## src/rtl/swizzle_share_arbiter_if.sv

```systemverilog
// ---------------------------------------------------------------------------
// swizzle_share_arbiter_if
//
// Purpose: bundles the request and response handshakes of the shared swizzle
// arbiter so the requester side and the arbiter side connect through a single
// port each.
//
// Signals:
//   req_valid  [NUM_REQ]        per-requester request valid
//   req_last   [NUM_REQ]        per-requester "this beat ends the burst"
//   req_data   [NUM_REQ*WIDTH]  operands, requester i at [i*WIDTH +: WIDTH]
//   req_ready  [NUM_REQ]        one-hot (or zero) accept from the arbiter
//   resp_valid                  result available in the output slot
//   resp_id    [IDW]            requester that issued the result
//   resp_data  [WIDTH]          bit-reversed operand
//   resp_ready                  consumer accepts the result
//
// Modports:
//   master - traffic generators plus result consumer
//   slave  - the arbiter itself
// ---------------------------------------------------------------------------
interface swizzle_share_arbiter_if #(
    parameter int WIDTH   = 8,
    parameter int NUM_REQ = 4
);
    localparam int IDW = $clog2(NUM_REQ);

    logic [NUM_REQ-1:0]       req_valid;
    logic [NUM_REQ-1:0]       req_last;
    logic [NUM_REQ*WIDTH-1:0] req_data;
    logic [NUM_REQ-1:0]       req_ready;
    logic                     resp_valid;
    logic [IDW-1:0]           resp_id;
    logic [WIDTH-1:0]         resp_data;
    logic                     resp_ready;

    modport master (
        output req_valid,
        output req_last,
        output req_data,
        output resp_ready,
        input  req_ready,
        input  resp_valid,
        input  resp_id,
        input  resp_data
    );

    modport slave (
        input  req_valid,
        input  req_last,
        input  req_data,
        input  resp_ready,
        output req_ready,
        output resp_valid,
        output resp_id,
        output resp_data
    );
endinterface

```

## src/rtl/swizzle_share_arbiter.sv

```systemverilog
// ---------------------------------------------------------------------------
// swizzle_share_arbiter
//
// Purpose: round-robin arbiter that shares one registered bit-reverse
// (swizzle) unit among NUM_REQ requesters. It accepts at most one beat per
// cycle and supports multi-beat locked bursts. Each result is tagged with the
// requester index and returned through a single back-pressurable output slot.
//
// Ports:
//   clock        single clock, all state updates on the rising edge
//   reset        synchronous, active-high; clears the slot, counter, pointer
//                and any locked burst
//   bus          slave side of swizzle_share_arbiter_if (request/response
//                handshakes)
//   grant_count  16-bit count of accepted beats since reset, wraps to 0
// ---------------------------------------------------------------------------
module swizzle_share_arbiter #(
    parameter int WIDTH   = 8,
    parameter int NUM_REQ = 4
) (
    input  logic                   clock,
    input  logic                   reset,
    swizzle_share_arbiter_if.slave bus,
    output logic [15:0]            grant_count
);
    localparam int IDW = $clog2(NUM_REQ);

    typedef enum logic {
        IDLE_RR,
        LOCKED
    } state_t;

    state_t             state_q, state_d;
    logic [IDW-1:0]     ptr_q, ptr_d;
    logic [IDW-1:0]     lock_q, lock_d;

    logic               resp_valid_q;
    logic [IDW-1:0]     resp_id_q;
    logic [WIDTH-1:0]   resp_data_q;
    logic [15:0]        count_q;

    logic               advance;
    logic               found;
    logic               accept;
    logic [IDW-1:0]     winner;
    logic [IDW-1:0]     winner_inc;
    logic [IDW:0]       probe;
    logic [WIDTH-1:0]   operand;
    logic [WIDTH-1:0]   swizzled;
    logic [NUM_REQ-1:0] ready_vec;

    // The slot can take a new result when it is empty or being drained now.
    assign advance = !resp_valid_q | bus.resp_ready;

    // Winner selection. While locked only the burst owner is considered, even
    // if it is idle, so a burst is never interleaved with other traffic.
    // Unlocked, search starts at ptr and wraps modulo NUM_REQ; probe carries
    // one extra bit so the wrap works for non-power-of-two NUM_REQ.
    always_comb begin
        found  = 1'b0;
        winner = '0;
        probe  = '0;
        if (state_q == LOCKED) begin
            winner = lock_q;
            found  = bus.req_valid[lock_q];
        end else begin
            for (int k = 0; k < NUM_REQ; k++) begin
                probe = {1'b0, ptr_q} + (IDW+1)'(k);
                if (probe >= (IDW+1)'(NUM_REQ)) begin
                    probe = probe - (IDW+1)'(NUM_REQ);
                end
                if (!found && bus.req_valid[probe[IDW-1:0]]) begin
                    winner = probe[IDW-1:0];
                    found  = 1'b1;
                end
            end
        end
    end

    // Reset suppresses acceptance so nothing is granted in the reset cycle.
    assign accept     = advance & found & !reset;
    assign winner_inc = (winner == IDW'(NUM_REQ - 1)) ? '0 : winner + 1'b1;
    assign operand    = bus.req_data[winner*WIDTH +: WIDTH];

    always_comb begin
        ready_vec = '0;
        if (accept) begin
            ready_vec[winner] = 1'b1;
        end
    end

    assign bus.req_ready = ready_vec;

    // Bit reversal of the selected operand.
    always_comb begin
        swizzled = '0;
        for (int b = 0; b < WIDTH; b++) begin
            swizzled[b] = operand[WIDTH-1-b];
        end
    end

    // Next-state logic. A beat with last=1 always releases the lock and moves
    // the pointer just past whoever was served; a non-last beat while unlocked
    // starts a burst and leaves the pointer untouched.
    always_comb begin
        state_d = state_q;
        ptr_d   = ptr_q;
        lock_d  = lock_q;
        if (accept) begin
            if (bus.req_last[winner]) begin
                ptr_d   = winner_inc;
                state_d = IDLE_RR;
            end else if (state_q == IDLE_RR) begin
                lock_d  = winner;
                state_d = LOCKED;
            end
        end
    end

    // State registers, output slot and grant counter. The slot reloads on an
    // accept (same-edge drain and refill), empties when drained with nothing
    // new, and otherwise holds still under back-pressure.
    always_ff @(posedge clock) begin
        if (reset) begin
            state_q      <= IDLE_RR;
            ptr_q        <= '0;
            lock_q       <= '0;
            resp_valid_q <= 1'b0;
            resp_id_q    <= '0;
            resp_data_q  <= '0;
            count_q      <= '0;
        end else begin
            state_q <= state_d;
            ptr_q   <= ptr_d;
            lock_q  <= lock_d;
            if (accept) begin
                resp_valid_q <= 1'b1;
                resp_id_q    <= winner;
                resp_data_q  <= swizzled;
                count_q      <= count_q + 16'd1;
            end else if (advance) begin
                resp_valid_q <= 1'b0;
            end
        end
    end

    assign bus.resp_valid = resp_valid_q;
    assign bus.resp_id    = resp_id_q;
    assign bus.resp_data  = resp_data_q;
    assign grant_count    = count_q;

endmodule

```

## src/flat_wrapper.sv

```systemverilog
// flat-port wrapper written by rule: the top's interface ports become plain ports
module swizzle_share_arbiter_flat 
#(
    parameter int WIDTH   = 8,
    parameter int NUM_REQ = 4
)
  (clock, reset, grant_count, bus_req_valid, bus_req_last, bus_req_data, bus_resp_ready, bus_req_ready, bus_resp_valid, bus_resp_id, bus_resp_data);
  swizzle_share_arbiter_if #(.WIDTH(WIDTH), .NUM_REQ(NUM_REQ)) bus_i ();
  input  logic clock;
  input  logic reset;
  output logic [15:0] grant_count;
  input wire logic [$bits(bus_i.req_valid)-1:0] bus_req_valid;
  input wire logic [$bits(bus_i.req_last)-1:0] bus_req_last;
  input wire logic [$bits(bus_i.req_data)-1:0] bus_req_data;
  input wire logic [$bits(bus_i.resp_ready)-1:0] bus_resp_ready;
  output wire logic [$bits(bus_i.req_ready)-1:0] bus_req_ready;
  output wire logic [$bits(bus_i.resp_valid)-1:0] bus_resp_valid;
  output wire logic [$bits(bus_i.resp_id)-1:0] bus_resp_id;
  output wire logic [$bits(bus_i.resp_data)-1:0] bus_resp_data;
  assign bus_i.req_valid = bus_req_valid;
  assign bus_i.req_last = bus_req_last;
  assign bus_i.req_data = bus_req_data;
  assign bus_i.resp_ready = bus_resp_ready;
  assign bus_req_ready = bus_i.req_ready;
  assign bus_resp_valid = bus_i.resp_valid;
  assign bus_resp_id = bus_i.resp_id;
  assign bus_resp_data = bus_i.resp_data;
  swizzle_share_arbiter #(.WIDTH(WIDTH), .NUM_REQ(NUM_REQ)) u_core (.clock(clock), .reset(reset), .bus(bus_i), .grant_count(grant_count));
endmodule
```

## config.mk

```make
export PLATFORM = sky130hd
export DESIGN_NAME = swizzle_share_arbiter_flat
export DESIGN_NICKNAME = d
export VERILOG_FILES = /design/src/rtl/swizzle_share_arbiter_if.sv /design/src/rtl/swizzle_share_arbiter.sv /design/src/flat_wrapper.sv
export SDC_FILE = /design/constraint.sdc
export NUM_CORES = 1
export LEC_CHECK = 0
export ABC_AREA = 1
export BUFFER_PORTS_ARGS = -buffer_cell sky130_fd_sc_hd__buf_2
export CAP_MARGIN = 20
export CORE_MARGIN = 4
export CORE_UTILIZATION = 30
export CTS_CLUSTER_SIZE = 25
export DETAILED_ROUTE_END_ITERATION = 6
export PLACE_DENSITY_LB_ADDON = 0.12
export SETUP_SLACK_MARGIN = 0.3
export SYNTH_ARGS = -nofsm -noshare
export SYNTH_HDL_FRONTEND = slang
export SYNTH_SLANG_ARGS = --single-unit
```

## constraint.sdc

```tcl
create_clock -name clock -period 2.7 [get_ports clock]
set_clock_uncertainty 0.2 [all_clocks]
set_input_delay 0.135 -clock clock [delete_from_list [all_inputs] [get_ports clock]]
set_output_delay 0.135 -clock clock [all_outputs]
set_load 0.005 [all_outputs]
```

==> results of run 1 <==
[area by class of cell]
cell class	instances	area, um2
Clock buffer	6	72.6
Tap cell	96	120
Multi-Input combinational cell	259	1470
Inverter	42	193
Fill cell	725	3760
Sequential cell	32	648
Clock inverter	2	35.0
Timing Repair Buffer	105	644
[sequential cells by signal, summed over array words and instances (netlist names)]
| name | flops |
|---|---|
| u_core.bus.resp_data | 8 |
| u_core.state_q | 1 |
| u_core.bus.resp_valid | 1 |
| u_core.lock_q | 2 |
| u_core.ptr_q | 2 |
| u_core.bus.resp_id | 2 |
| u_core.grant_count | 16 |
[cell usage in the layout, fill, tap and decap left out, types with 2 or more instances in the layout]
cell type and n:
sky130_fd_sc_hd__nand2_1 84, sky130_fd_sc_hd__ha_4 2, sky130_fd_sc_hd__a21oi_1 18, sky130_fd_sc_hd__inv_2 4, sky130_fd_sc_hd__dfxtp_1 30, sky130_fd_sc_hd__nand3_4 2, sky130_fd_sc_hd__nor3_1 7, sky130_fd_sc_hd__nand2_4 4
sky130_fd_sc_hd__xor2_1 4, sky130_fd_sc_hd__inv_1 33, sky130_fd_sc_hd__nor2_1 28, sky130_fd_sc_hd__o22ai_1 4, sky130_fd_sc_hd__clkbuf_8 5, sky130_fd_sc_hd__nand2_2 25, sky130_fd_sc_hd__dlygate4sd3_1 6, sky130_fd_sc_hd__or2_2 3
sky130_fd_sc_hd__buf_2 73, sky130_fd_sc_hd__nand4_1 4, sky130_fd_sc_hd__nand3_2 10, sky130_fd_sc_hd__nand2_8 2, sky130_fd_sc_hd__o21ai_0 21, sky130_fd_sc_hd__nor2_4 3, sky130_fd_sc_hd__buf_4 22, sky130_fd_sc_hd__o221ai_1 4
sky130_fd_sc_hd__xnor2_1 4, sky130_fd_sc_hd__buf_6 3, sky130_fd_sc_hd__inv_8 2, sky130_fd_sc_hd__nand3_1 19, sky130_fd_sc_hd__dfxtp_4 2, sky130_fd_sc_hd__o21ai_1 2, sky130_fd_sc_hd__ha_1 3
[timing repair]
| item | CTS | global route |
|---|---|---|
| pin swaps | 9 | 18 |
| hold buffers | 5 | 1 |
| endpoints found under the hold margin | 4 | 1 |
| cloned | 0 | 1 |
| setup endpoints to repair | 17 | 18 |
| buffers inserted | 10 | 14 |
| resized for setup | 10 | 59 |
[layer usage]
metal / vias to the layer above / GRT usage
li1: 1315 / -
met1: 1105 / 0.197
met2: 67 / 0.254
met3: 6 / 0.0386
met4: 0 / 0.0427
met5: - / 0
[report_power, final]
group	switching (mW)	total [mW]	leakage [nW]	internal, mW
combinational	1.08	1.91	1.22	0.835
sequential	0.0783	0.659	0.263	0.581
clock	0.179	0.453	0.0552	0.274
[cells in the mapped netlist (all sizes together) (5+ instances only)]
cell type | count | area, um2
nand2 | 114 | 465
inv | 42 | 170
dfxtp | 32 | 641
nor2 | 32 | 135
nand3 | 31 | 180
o21ai | 24 | 120
a21oi | 18 | 90.1
buf | 10 | 85.1
nor3 | 7 | 35.0
ha | 5 | 62.6
[worst min-delay path, stage by stage]
cell and delay, ns:
sky130_fd_sc_hd__buf_2 0.07, sky130_fd_sc_hd__o21ai_0 0.10, sky130_fd_sc_hd__o221ai_1 0.14
[cell families (layout without fill, tap and decap cells)]
| group | Yosys count | after routing | synth area share |
|---|---|---|---|
| AO/OA/AOI/OAI | 51 | 51 | 0.126 |
| XOR/XNOR | 8 | 8 | 0.0320 |
| adder cells (fa/ha/maj) | 5 | 5 | 0.0285 |
| buffers and inverters | 54 | 155 | 0.120 |
| flip-flops | 32 | 32 | 0.292 |
| AND/OR/NAND/NOR | 194 | 195 | 0.401 |
[path summary, 6_finish.rpt]
path                         start  cells after the start  slack, ns                 endpoint
min reg2reg  u_core.bus.resp_id[1]                      2       0.27    u_core.bus.resp_id[1]
max                u_core.ptr_q[0]                     14       0.37         bus_req_ready[3]
min                bus_req_data[4]                      3     -0.002  u_core.bus.resp_data[3]
max reg2reg        u_core.ptr_q[1]                     14       0.42  u_core.bus.resp_data[2]
==> impl_metrics.py, run 1 <==
metrics = {
    "global_route": {
        "grt_usage": 0.154,
        "gr-total-overflow": 0,
        "vias_in_the_first_global_route": 2346,
        "largest_net_degree_at_the_start_of_global_routing": 29,
        "grt_pass1_wl_um": 10800,
        "grt_antenna_before_repair": 0,
    },
    "placed_design": {
        "detailedPlace.worstSlack_ns": 0.184,
        "io_buffers": 73,
        "post_detailed_placement_cell_area_um2": 2600,
        "number_of_instances_in_the_placed_design": 503,
        "gp_congestion": 0.897,
        "post-dp-hpwl_um": 4660,
    },
    "logic_synthesis": {
        "cell_area_after_synthesis_um2": 2190,
        "synth_async_sr_flop_share": 0,
        "synth_edf_count": 0,
        "synth.lib_cells_used.distinct": 32,
        "synth_sequential_area_ratio": 0.292,
        "yosys_warnings": 0,
        "syn_nets": 392,
        "post_synth_inst_count": 344,
        "synth.ff_latch_count": 32,
        "ys.flop_type": "sky130_fd_sc_hd__dfxtp_1",
        "syn_avg_cell_area_um2": 6.37,
    },
    "final_layout": {
        "drive_gt1_frac": 0.381,
        "flow.area_growth_from_synthesis_pct": 45.1,
        "layout.core_utilization": 0.458,
        "post-route-cell-area_um2": 3180,
        "diodes": 0,
        "finalNonFillerCells": 542,
        "layout_net_count": 493,
    },
    "timing": {
        "post-route-min-period_ns": 2.33,
        "finalSetupTns_ns": 0,
        "hold_viol": 1,
        "rsz0062_at_grt": "true",
        "final_critical_path_setup_slack_ns": 0.373,
        "final_min_period_over_clock_period": 0.862,
        "final_max_slew_viols": 0,
        "max_freq_mhz": 430,
        "setup_violations": 0,
        "max_slew.worst_pin.slew_ns": 0.670,
        "timing.hold.ws_ns": -0.00154,
        "relSlewSlack": 0.553,
    },
    "clocking": {
        "clkSinkCount": 32,
        "clockRootBuffer": "sky130_fd_sc_hd__clkbuf_8",
        "clk_pin_slew_ns": 0.07,
        "cts_htree_levels": 2,
        "tritoncts": "built",
        "clkLatencyLatePin_ns": 0.28,
        "ctsLongestPathBuffers": 2,
        "tritoncts.num_buffers": 5,
    },
    "power_and_ir_drop": {
        "report.power.total_mw": 3.02,
        "power.leakage_nw": 1.53,
        "irDropWorstVdd_v": 0.000467,
        "pwr_density_cell_nw_per_um2": 950,
    },
    "floorplanning": {
        "floorplan.initialDensity": 0.316,
        "die_height_um": 93.5,
        "fp-row-count": 30,
        "die_w_um": 93.5,
        "fp.coreArea_um2": 6940,
        "fp.dieArea_um2": 8740,
        "num_io_pins": 74,
    },
    "setup_path": {
        "critical_path_peak_fanout": 7,
        "worst_path_largest_cell_delay_ns": 0.42,
        "cp-end-kind": "output port",
        "critical_path.cell_chain": "buf_6 > nand2_2 > nand2_2 > nand2_1 > nand2_2 > nand3_2 > nor2_2 > nor2_4 > nand2_8 > clkinv_8 > ha_1 > inv_1 > nor2_1 > buf_2",
        "path_delay_family": "simple AND/OR/NAND/NOR gates",
        "worstPathBufferInverterCount": 4,
        "startpoint_type": "register",
        "criticalPathCategory": "register to output port",
        "critPathArrivalTime_ns": 1.99,
        "critical-path-top-cell-by-count": "sky130_fd_sc_hd__nand2_2",
        "critical_path_required_ns": 2.37,
        "crit_path_top_delay_cell": "sky130_fd_sc_hd__dfxtp_4",
    },
    "detailed_routing": {
        "detail_route.wirelength.met1_um": 3100,
        "met3_wirelength_um": 431,
        "top_layer_used": "met4",
        "drc": 0,
        "route.antenna.remaining_nets": 0,
        "finalWirelength_um": 6750,
        "iter_0_drt_violations": 54,
        "drt_pre_antenna_iters": 4,
        "detailroute.wirelength.met2_um": 3140,
        "detail_route.vias_per_cell": 4.60,
        "average_wire_length_per_cell_after_detail_routing_um": 12.4,
        "detailroute.via_count": 2493,
    },
    "min_path": {
        "timing.hold.worst.class": "input pin to register",
    },
    "outcome": {
        "run_status": "finished, violations left",
        "violations": "hold timing",
    },
    "flow_run": {
        "maxCapViolations": 0,
    },
}
(Power assumes the default switching activity.)
==> inputs of run 2 (changes only) <==
==> constraint.sdc (replaced) <==
create_clock -name clock -period 3 [get_ports clock]
set_clock_uncertainty 0.2 [all_clocks]
set_input_delay 0.15 -clock clock [delete_from_list [all_inputs] [get_ports clock]]
set_output_delay 0.15 -clock clock [all_outputs]
set_load 0.005 [all_outputs]
==> run 2 against run 1 <==
The flow now finishes without violations. Cell count fell by 4.6%. Register-to-register slack improved by 0.28 ns. Total power fell by 29%. Via count fell by 5.3%. Sequential share of layout area rose by 2.8 points. Setup slack improved by 0.18 ns. Critical path depth did not move. Critical path type unchanged. Largest power group unchanged.
==> impl_metrics.py, run 2 (synthesis gave the netlist of run 1 again) <==
metrics = {
    "global_route": {
        "grt_antenna_before_repair": 0,
        "grt_pass1_wl_um": 10300,
        "grt_usage": 0.148,
        "gr-total-overflow": 0,
        "largest_net_degree_at_the_start_of_global_routing": 29,
        "vias_in_the_first_global_route": 2242,
    },
    "power_and_ir_drop": {
        "irDropWorstVdd_v": 0.000306,
        "p_sw_uw": 983,
        "power.leakage_nw": 1.37,
        "clock_power_share": 0.191,
        "seqPwrFrac": 0.278,
        "internal-power_mw": 1.18,
        "comb_power_share": 0.531,
        "pwr_density_cell_nw_per_um2": 773,
        "switching_share": 0.455,
    },
    "setup_path": {
        "worstPathBufferInverterCount": 5,
        "critical_path.cell_chain": "inv_2 > nand2_2 > nand2_2 > nor2_2 > inv_1 > nand3_1 > nor2_2 > nor2_4 > nand2_8 > inv_8 > ha_1 > inv_1 > nor2_1 > buf_2",
        "critPathArrivalTime_ns": 2.10,
        "cp-end-kind": "output port",
        "critical_path_required_ns": 2.65,
        "criticalPathCategory": "register to output port",
        "path_delay_family": "simple AND/OR/NAND/NOR gates",
        "startpoint_type": "register",
        "worst_path_largest_cell_delay_ns": 0.41,
        "crit_path_top_delay_cell": "sky130_fd_sc_hd__dfxtp_2",
        "critical_path_peak_fanout": 27,
        "critPathLaunch": "u_core.ptr_q[1]",
        "regToRegStartpoint": "u_core.ptr_q[1]",
    },
    "final_layout": {
        "mostFrequentLayoutCells": "105 x sky130_fd_sc_hd__nand2_1, 73 x sky130_fd_sc_hd__buf_2, 37 x sky130_fd_sc_hd__inv_1",
        "final_common_cell": "sky130_fd_sc_hd__nand2_1",
        "diodes": 0,
        "post-route-cell-area_um2": 2790,
        "flow.area_growth_from_synthesis_pct": 27.3,
        "layout_net_count": 468,
        "fill_cells": 770,
        "drive_gt1_frac": 0.259,
        "largest_reg_flops": 16,
        "layout.core_utilization": 0.402,
    },
    "timing": {
        "hold_viol": 0,
        "relSlewSlack": 0.556,
        "max_freq_mhz": 408,
        "setup_violations": 0,
        "final_min_period_over_clock_period": 0.817,
        "max_slew.worst_pin.slew_ns": 0.666,
        "post-route-min-period_ns": 2.45,
        "rsz0062_at_grt": "false",
        "final_max_slew_viols": 0,
        "finalSetupTns_ns": 0,
    },
    "min_path": {
        "worst_hold_startpoint": "bus_req_data[4]",
        "timing.hold.worst.class": "input pin to register",
    },
    "detailed_routing": {
        "detail_route.vias_per_cell": 4.57,
        "drt_pre_antenna_iters": 4,
        "average_wire_length_per_cell_after_detail_routing_um": 12.0,
        "route.antenna.remaining_nets": 0,
        "detailroute.via_count": 2361,
        "iter_0_drt_violations": 92,
        "drc": 0,
        "finalWirelength_um": 6200,
    },
    "flow_run": {
        "maxCapViolations": 0,
    },
    "outcome": {
        "run_status": "completed",
    },
    "floorplanning": {
        "fp.coreArea_um2": 6940,
        "die_w_um": 93.5,
        "floorplan.initialDensity": 0.316,
        "num_io_pins": 74,
        "fp.dieArea_um2": 8740,
        "fp-row-count": 30,
        "die_height_um": 93.5,
    },
    "clocking": {
        "clockRootBuffer": "sky130_fd_sc_hd__clkbuf_8",
        "tritoncts.num_buffers": 5,
        "ctsLongestPathBuffers": 2,
        "clkSinkCount": 32,
        "clk_pin_slew_ns": 0.07,
        "postCtsSetupRepairBufs": 0,
        "clkLatencyLatePin_ns": 0.29,
        "cts_htree_levels": 2,
        "tritoncts": "built",
    },
    "placed_design": {
        "io_buffers": 73,
        "post-dp-hpwl_um": 4680,
        "post_detailed_placement_cell_area_um2": 2590,
        "gp_congestion": 0.812,
    },
}
==> run 2: cell types whose count changed in the layout (fill, tap and decap cells not counted), sizes merged <==
cell,delta
nand2,-1
inv,+1
buf,-25
clkinv,-1
dlygate4sd3,+1
==> run 2: timing repair <==
action	in CTS	in global routing
hold buffers	7	0
endpoints found under the setup margin	3	5
resized for setup	2	5
hold endpoints to repair	5	0
pin swaps	0	0
==> run 2: per-stage QoR <==
step	hold WS (ns)	power, mW	instances	setup WS, ns
detailed placement	0.256	1.73	502	0.428
floorplan	0.0293	1.49	344	0.965
global route	0.0366	2.39	517	0.311
finish	0.00198	2.16	517	0.550
global placement	0.256	1.73	502	0.420
CTS	0.0104	2.16	517	0.326
==> run 2: final cells by class <==
cell class	count	area [um2]	share of cell area
Clock buffer	6	72.6	0.0260
Clock inverter	2	35.0	0.0126
Inverter	42	178	0.0636
Multi-Input combinational cell	258	1300	0.465
Sequential cell	32	646	0.231
Tap cell	96	120	0.0430
Timing Repair Buffer	81	443	0.159
==> run 2: worst register-to-register path, delay by kind of cell, from the launching register on <==
kind	cells	cell delay, ns
and+or+nand+nor	11	1.08
DFF	1	0.41
buffers and inverters	4	0.52
==> run 2: routing by layer <==
metal  track usage  up-vias  wire [um]
li1              -     1260          -
met1         0.190     1028       2930
met2         0.238       65       2780
met3        0.0378        8        387
met4        0.0562        0         96
met5             0        -          0
==> run 2: power groups by stage <==
stage          logic, mW  clock network [mW]  registers, mW
2_1_floorplan      0.900                   0          0.588
3_3_place_gp        1.13                   0          0.602
3_5_place_dp        1.13                   0          0.601
4_1_cts             1.14               0.423          0.596
5_1_grt             1.33               0.446          0.614
6_report            1.15               0.412          0.600
==> run 2: path summary, 6_finish.rpt <==
path | to | slack (ns) | cells past startpoint
max reg2reg | u_core.grant_count[11] | 0.70 | 15
min | u_core.bus.resp_data[3] | 0.002 | 3
max | bus_req_ready[1] | 0.55 | 14
min reg2reg | u_core.bus.resp_id[1] | 0.28 | 2
==> inputs of run 3 (changes only) <==
--- a/config.mk
+++ b/config.mk
@@ -5,7 +5,7 @@
 export SDC_FILE = /design/constraint.sdc
 export NUM_CORES = 1
 export LEC_CHECK = 0
-export ABC_AREA = 1
+export ABC_AREA = 0
 export BUFFER_PORTS_ARGS = -buffer_cell sky130_fd_sc_hd__buf_2
 export CAP_MARGIN = 20
 export CORE_MARGIN = 4
==> constraint.sdc (replaced) <==
create_clock -name clock -period 2.25 [get_ports clock]
set_clock_uncertainty 0.2 [all_clocks]
set_input_delay 0.1125 -clock clock [delete_from_list [all_inputs] [get_ports clock]]
set_output_delay 0.1125 -clock clock [all_outputs]
set_load 0.005 [all_outputs]
==> run 3 against run 2 <==
Register-to-register slack worse by 0.61 ns. Final area up 15%. Core utilization up 11 points. Via count fell by 16%. Total power is 3.0% higher. Sequential cell count unchanged. Critical path depth down 5. Synthesized cell count shrank 35%. Synthesized area is 11% lower. Global-route usage grew 0.12 points. Count of clock-buffer cells in the layout unchanged. Critical endpoint is now bus_req_ready[2]. Largest cell class unchanged. Largest power group unchanged. Highest routed layer unchanged.
==> impl_metrics.py, run 3 <==
metrics = {
    "power_and_ir_drop": {
        "switching_share": 0.320,
        "internal-power_mw": 1.51,
        "power.leakage_nw": 1.43,
        "comb_power_share": 0.433,
        "pwr_density_cell_nw_per_um2": 690,
        "seqPwrFrac": 0.321,
        "report.power.total_mw": 2.22,
        "p_sw_uw": 712,
        "irDropWorstVdd_v": 0.000336,
        "clock_power_share": 0.246,
    },
    "detailed_routing": {
        "detail_route.vias_per_cell": 4.74,
        "route.antenna.remaining_nets": 0,
        "detailroute.via_count": 1981,
        "drt_pre_antenna_iters": 4,
        "iter_0_drt_violations": 52,
        "finalWirelength_um": 5710,
        "average_wire_length_per_cell_after_detail_routing_um": 13.7,
        "drc": 0,
    },
    "final_layout": {
        "register_area_um2": 643,
        "multi_input_area_um2": 1450,
        "mostFrequentLayoutCells": "71 x sky130_fd_sc_hd__buf_2, 46 x sky130_fd_sc_hd__nand2_1, 30 x sky130_fd_sc_hd__dfxtp_1",
        "diodes": 0,
        "layout_net_count": 388,
        "flow.area_growth_from_synthesis_pct": 65.5,
        "fill_cells": 616,
        "largest_reg_flops": 16,
        "finalNonFillerCells": 418,
        "drive_gt1_frac": 0.496,
        "final_common_cell": "sky130_fd_sc_hd__buf_2",
    },
    "flow_run": {
        "maxCapViolations": 0,
    },
    "setup_path": {
        "criticalPathCategory": "register to output port",
        "cp_num_cells": 9,
        "cp-end-kind": "output port",
        "critical_path_required_ns": 1.94,
        "worst-r2r-cell-count": 8,
        "worstPathBufferInverterCount": 4,
        "critical_path_peak_fanout": 4,
        "startpoint_type": "register",
        "critical_path.cell_chain": "nand2b_4 > a21oi_4 > o41ai_4 > buf_6 > buf_12 > inv_12 > ha_4 > and2_4 > buf_6",
        "critPathArrivalTime_ns": 1.86,
        "regToRegStartpoint": "u_core.ptr_q[1]",
        "worst_path_largest_cell_delay_ns": 0.36,
        "path_delay_family": "buffers and inverters",
        "r2r_setup_slack_ns": 0.09,
        "crit_path_top_delay_cell": "sky130_fd_sc_hd__dfxtp_2",
        "critPathLaunch": "u_core.ptr_q[1]",
        "critical-path-top-cell-by-count": "sky130_fd_sc_hd__buf_6",
    },
    "timing": {
        "final_max_slew_viols": 0,
        "setup_violations": 0,
        "post-route-min-period_ns": 2.17,
        "relSlewSlack": 0.604,
        "max_slew.worst_pin.slew_ns": 0.586,
        "final_min_period_over_clock_period": 0.966,
        "rsz0062_at_grt": "true",
        "max_freq_mhz": 460,
        "hold_viol": 0,
    },
    "clocking": {
        "tritoncts.num_buffers": 5,
        "cts_htree_levels": 2,
        "tritoncts": "built",
        "clkLatencyLatePin_ns": 0.28,
        "clkSinkCount": 32,
        "clk_pin_slew_ns": 0.07,
        "clockRootBuffer": "sky130_fd_sc_hd__clkbuf_8",
        "ctsLongestPathBuffers": 2,
    },
    "global_route": {
        "grt_pass1_wl_um": 9200,
        "met3_usage": 0.0419,
        "grt_most_used_layer": "met2",
        "grt_usage": 0.150,
        "gr-total-overflow": 0,
        "largest_net_degree_at_the_start_of_global_routing": 17,
        "grt_antenna_before_repair": 0,
        "vias_in_the_first_global_route": 1995,
        "grt_util_met2": 0.257,
        "global_route.usage.met1": 0.182,
    },
    "logic_synthesis": {
        "synth.ff_latch_count": 32,
        "ys.flop_type": "sky130_fd_sc_hd__dfxtp_1",
        "post_synth_inst_count": 222,
        "synth_sequential_area_ratio": 0.329,
        "synth_top_area_frac": 0.329,
        "synth.lib_cells_used.distinct": 47,
        "synth.cells.most_frequent": "51 x sky130_fd_sc_hd__nand2_1, 32 x sky130_fd_sc_hd__dfxtp_1, 20 x sky130_fd_sc_hd__nor2_1",
        "yosys_warnings": 0,
        "main_area_contributors_after_synthesis": "sky130_fd_sc_hd__dfxtp_1 33%, sky130_fd_sc_hd__nand2_1 9.8%, sky130_fd_sc_hd__a311oi_2 6.2%",
        "synth.most_common_cell": "sky130_fd_sc_hd__nand2_1",
        "syn_nets": 270,
        "synth_top_cell_by_area": "sky130_fd_sc_hd__dfxtp_1",
        "synth_edf_count": 0,
        "synth_async_sr_flop_share": 0,
        "cell_area_after_synthesis_um2": 1950,
        "syn_avg_cell_area_um2": 8.77,
    },
    "floorplanning": {
        "die_height_um": 88.6,
        "die_w_um": 88.6,
        "floorplan.initialDensity": 0.308,
        "fp-row-count": 29,
        "fp.coreArea_um2": 6310,
        "num_io_pins": 74,
        "fp.dieArea_um2": 7840,
    },
    "placed_design": {
        "post-dp-hpwl_um": 3800,
        "gp_congestion": 0.755,
        "io_buffers": 73,
        "number_of_instances_in_the_placed_design": 370,
    },
    "min_path": {
        "timing.hold.worst.class": "input pin to register",
        "number_of_instances_on_the_worst_hold_path": 4,
        "worst_hold_startpoint": "bus_req_data[2]",
    },
    "outcome": {
        "run_status": "completed",
    },
}
==> run 3: cell types whose count changed in the layout (fill, tap and decap cells not counted), moves of 10 or more <==
cell / change
sky130_fd_sc_hd__buf_4: +14
sky130_fd_sc_hd__inv_1: -34
sky130_fd_sc_hd__nor2_1: -11
sky130_fd_sc_hd__nand2_1: -59
sky130_fd_sc_hd__buf_6: +10
sky130_fd_sc_hd__nand3_1: -22
sky130_fd_sc_hd__o21ai_0: -23
==> run 3: cell families (layout without fill, tap and decap cells) <==
family	count (synthesis)	after routing	share of synthesized area
fa+ha+maj	5	5	0.0321
buf+inv	14	132	0.0546
compound gates	29	29	0.146
flops	32	32	0.329
xor+xnor	15	15	0.0675
mux	9	9	0.0598
simple gates	118	119	0.311
==> run 3: path summary, 6_finish.rpt <==
| kind | to |
|---|---|
| max | bus_req_ready[2] |
| min reg2reg | u_core.bus.resp_id[0] |
| max reg2reg | u_core.ptr_q[0] |
| min | u_core.bus.resp_data[5] |
==> run 3: layout make-up <==
cell class | count | area share
clock buffer | 6 | 0.0225
clock inverter | 2 | 0.0109
inverter | 5 | 0.0105
multi-input combinational | 177 | 0.449
sequential | 32 | 0.200
tap | 77 | 0.0299
timing repair buffer | 119 | 0.278
==> run 3: per-layer routing <==
metal	wire, um	share of wire
met3	347	0.061
met1	2540	0.44
met4	69	0.012
met2	2760	0.48
met5	0	0
==> run 3: what timing repair did <==
action                                  4_1_cts  5_1_grt
endpoints found under the setup margin       28       35
gates resized for setup                      42       21
pin swaps                                    16       18
gates cloned                                  3        0
hold buffers                                 16        0
endpoints found under the hold margin         8        0
buffers inserted                             18        3
==> run 3: power groups by stage <==
| stage | registers [mW] | clock network, mW | logic, mW |
|---|---|---|---|
| floorplan | 0.709 | 0 | 0.458 |
| global placement | 0.724 | 0 | 0.630 |
| detailed placement | 0.723 | 0 | 0.631 |
| CTS | 0.712 | 0.567 | 0.903 |
| global route | 0.724 | 0.595 | 1.05 |
| finish | 0.713 | 0.547 | 0.963 |
==> run 3: through the flow <==
stage	util	hold WS (ns)	setup WS, ns	setup TNS [ns]	cell area (um2)
2_1_floorplan	-	0.0919	0.187	0	1960
3_3_place_gp	0.380	0.208	0.137	0	2400
3_5_place_dp	0.380	0.209	0.113	0	2400
4_1_cts	0.487	0.00704	0.0841	0	3080
5_1_grt	0.510	0.0108	-0.000716	-0.000716	3220
6_report	0.510	0.00527	0.0764	0	3220
==> run 3: worst register-to-register path: cells and delay by family, from the launching register on <==
| family | cells | cell delay, ns |
|---|---|---|
| AO/OA/AOI/OAI | 3 | 0.50 |
| buffers and inverters | 2 | 0.30 |
| flip-flops | 1 | 0.36 |
| multiplexers | 2 | 0.56 |
| AND/OR/NAND/NOR | 1 | 0.14 |
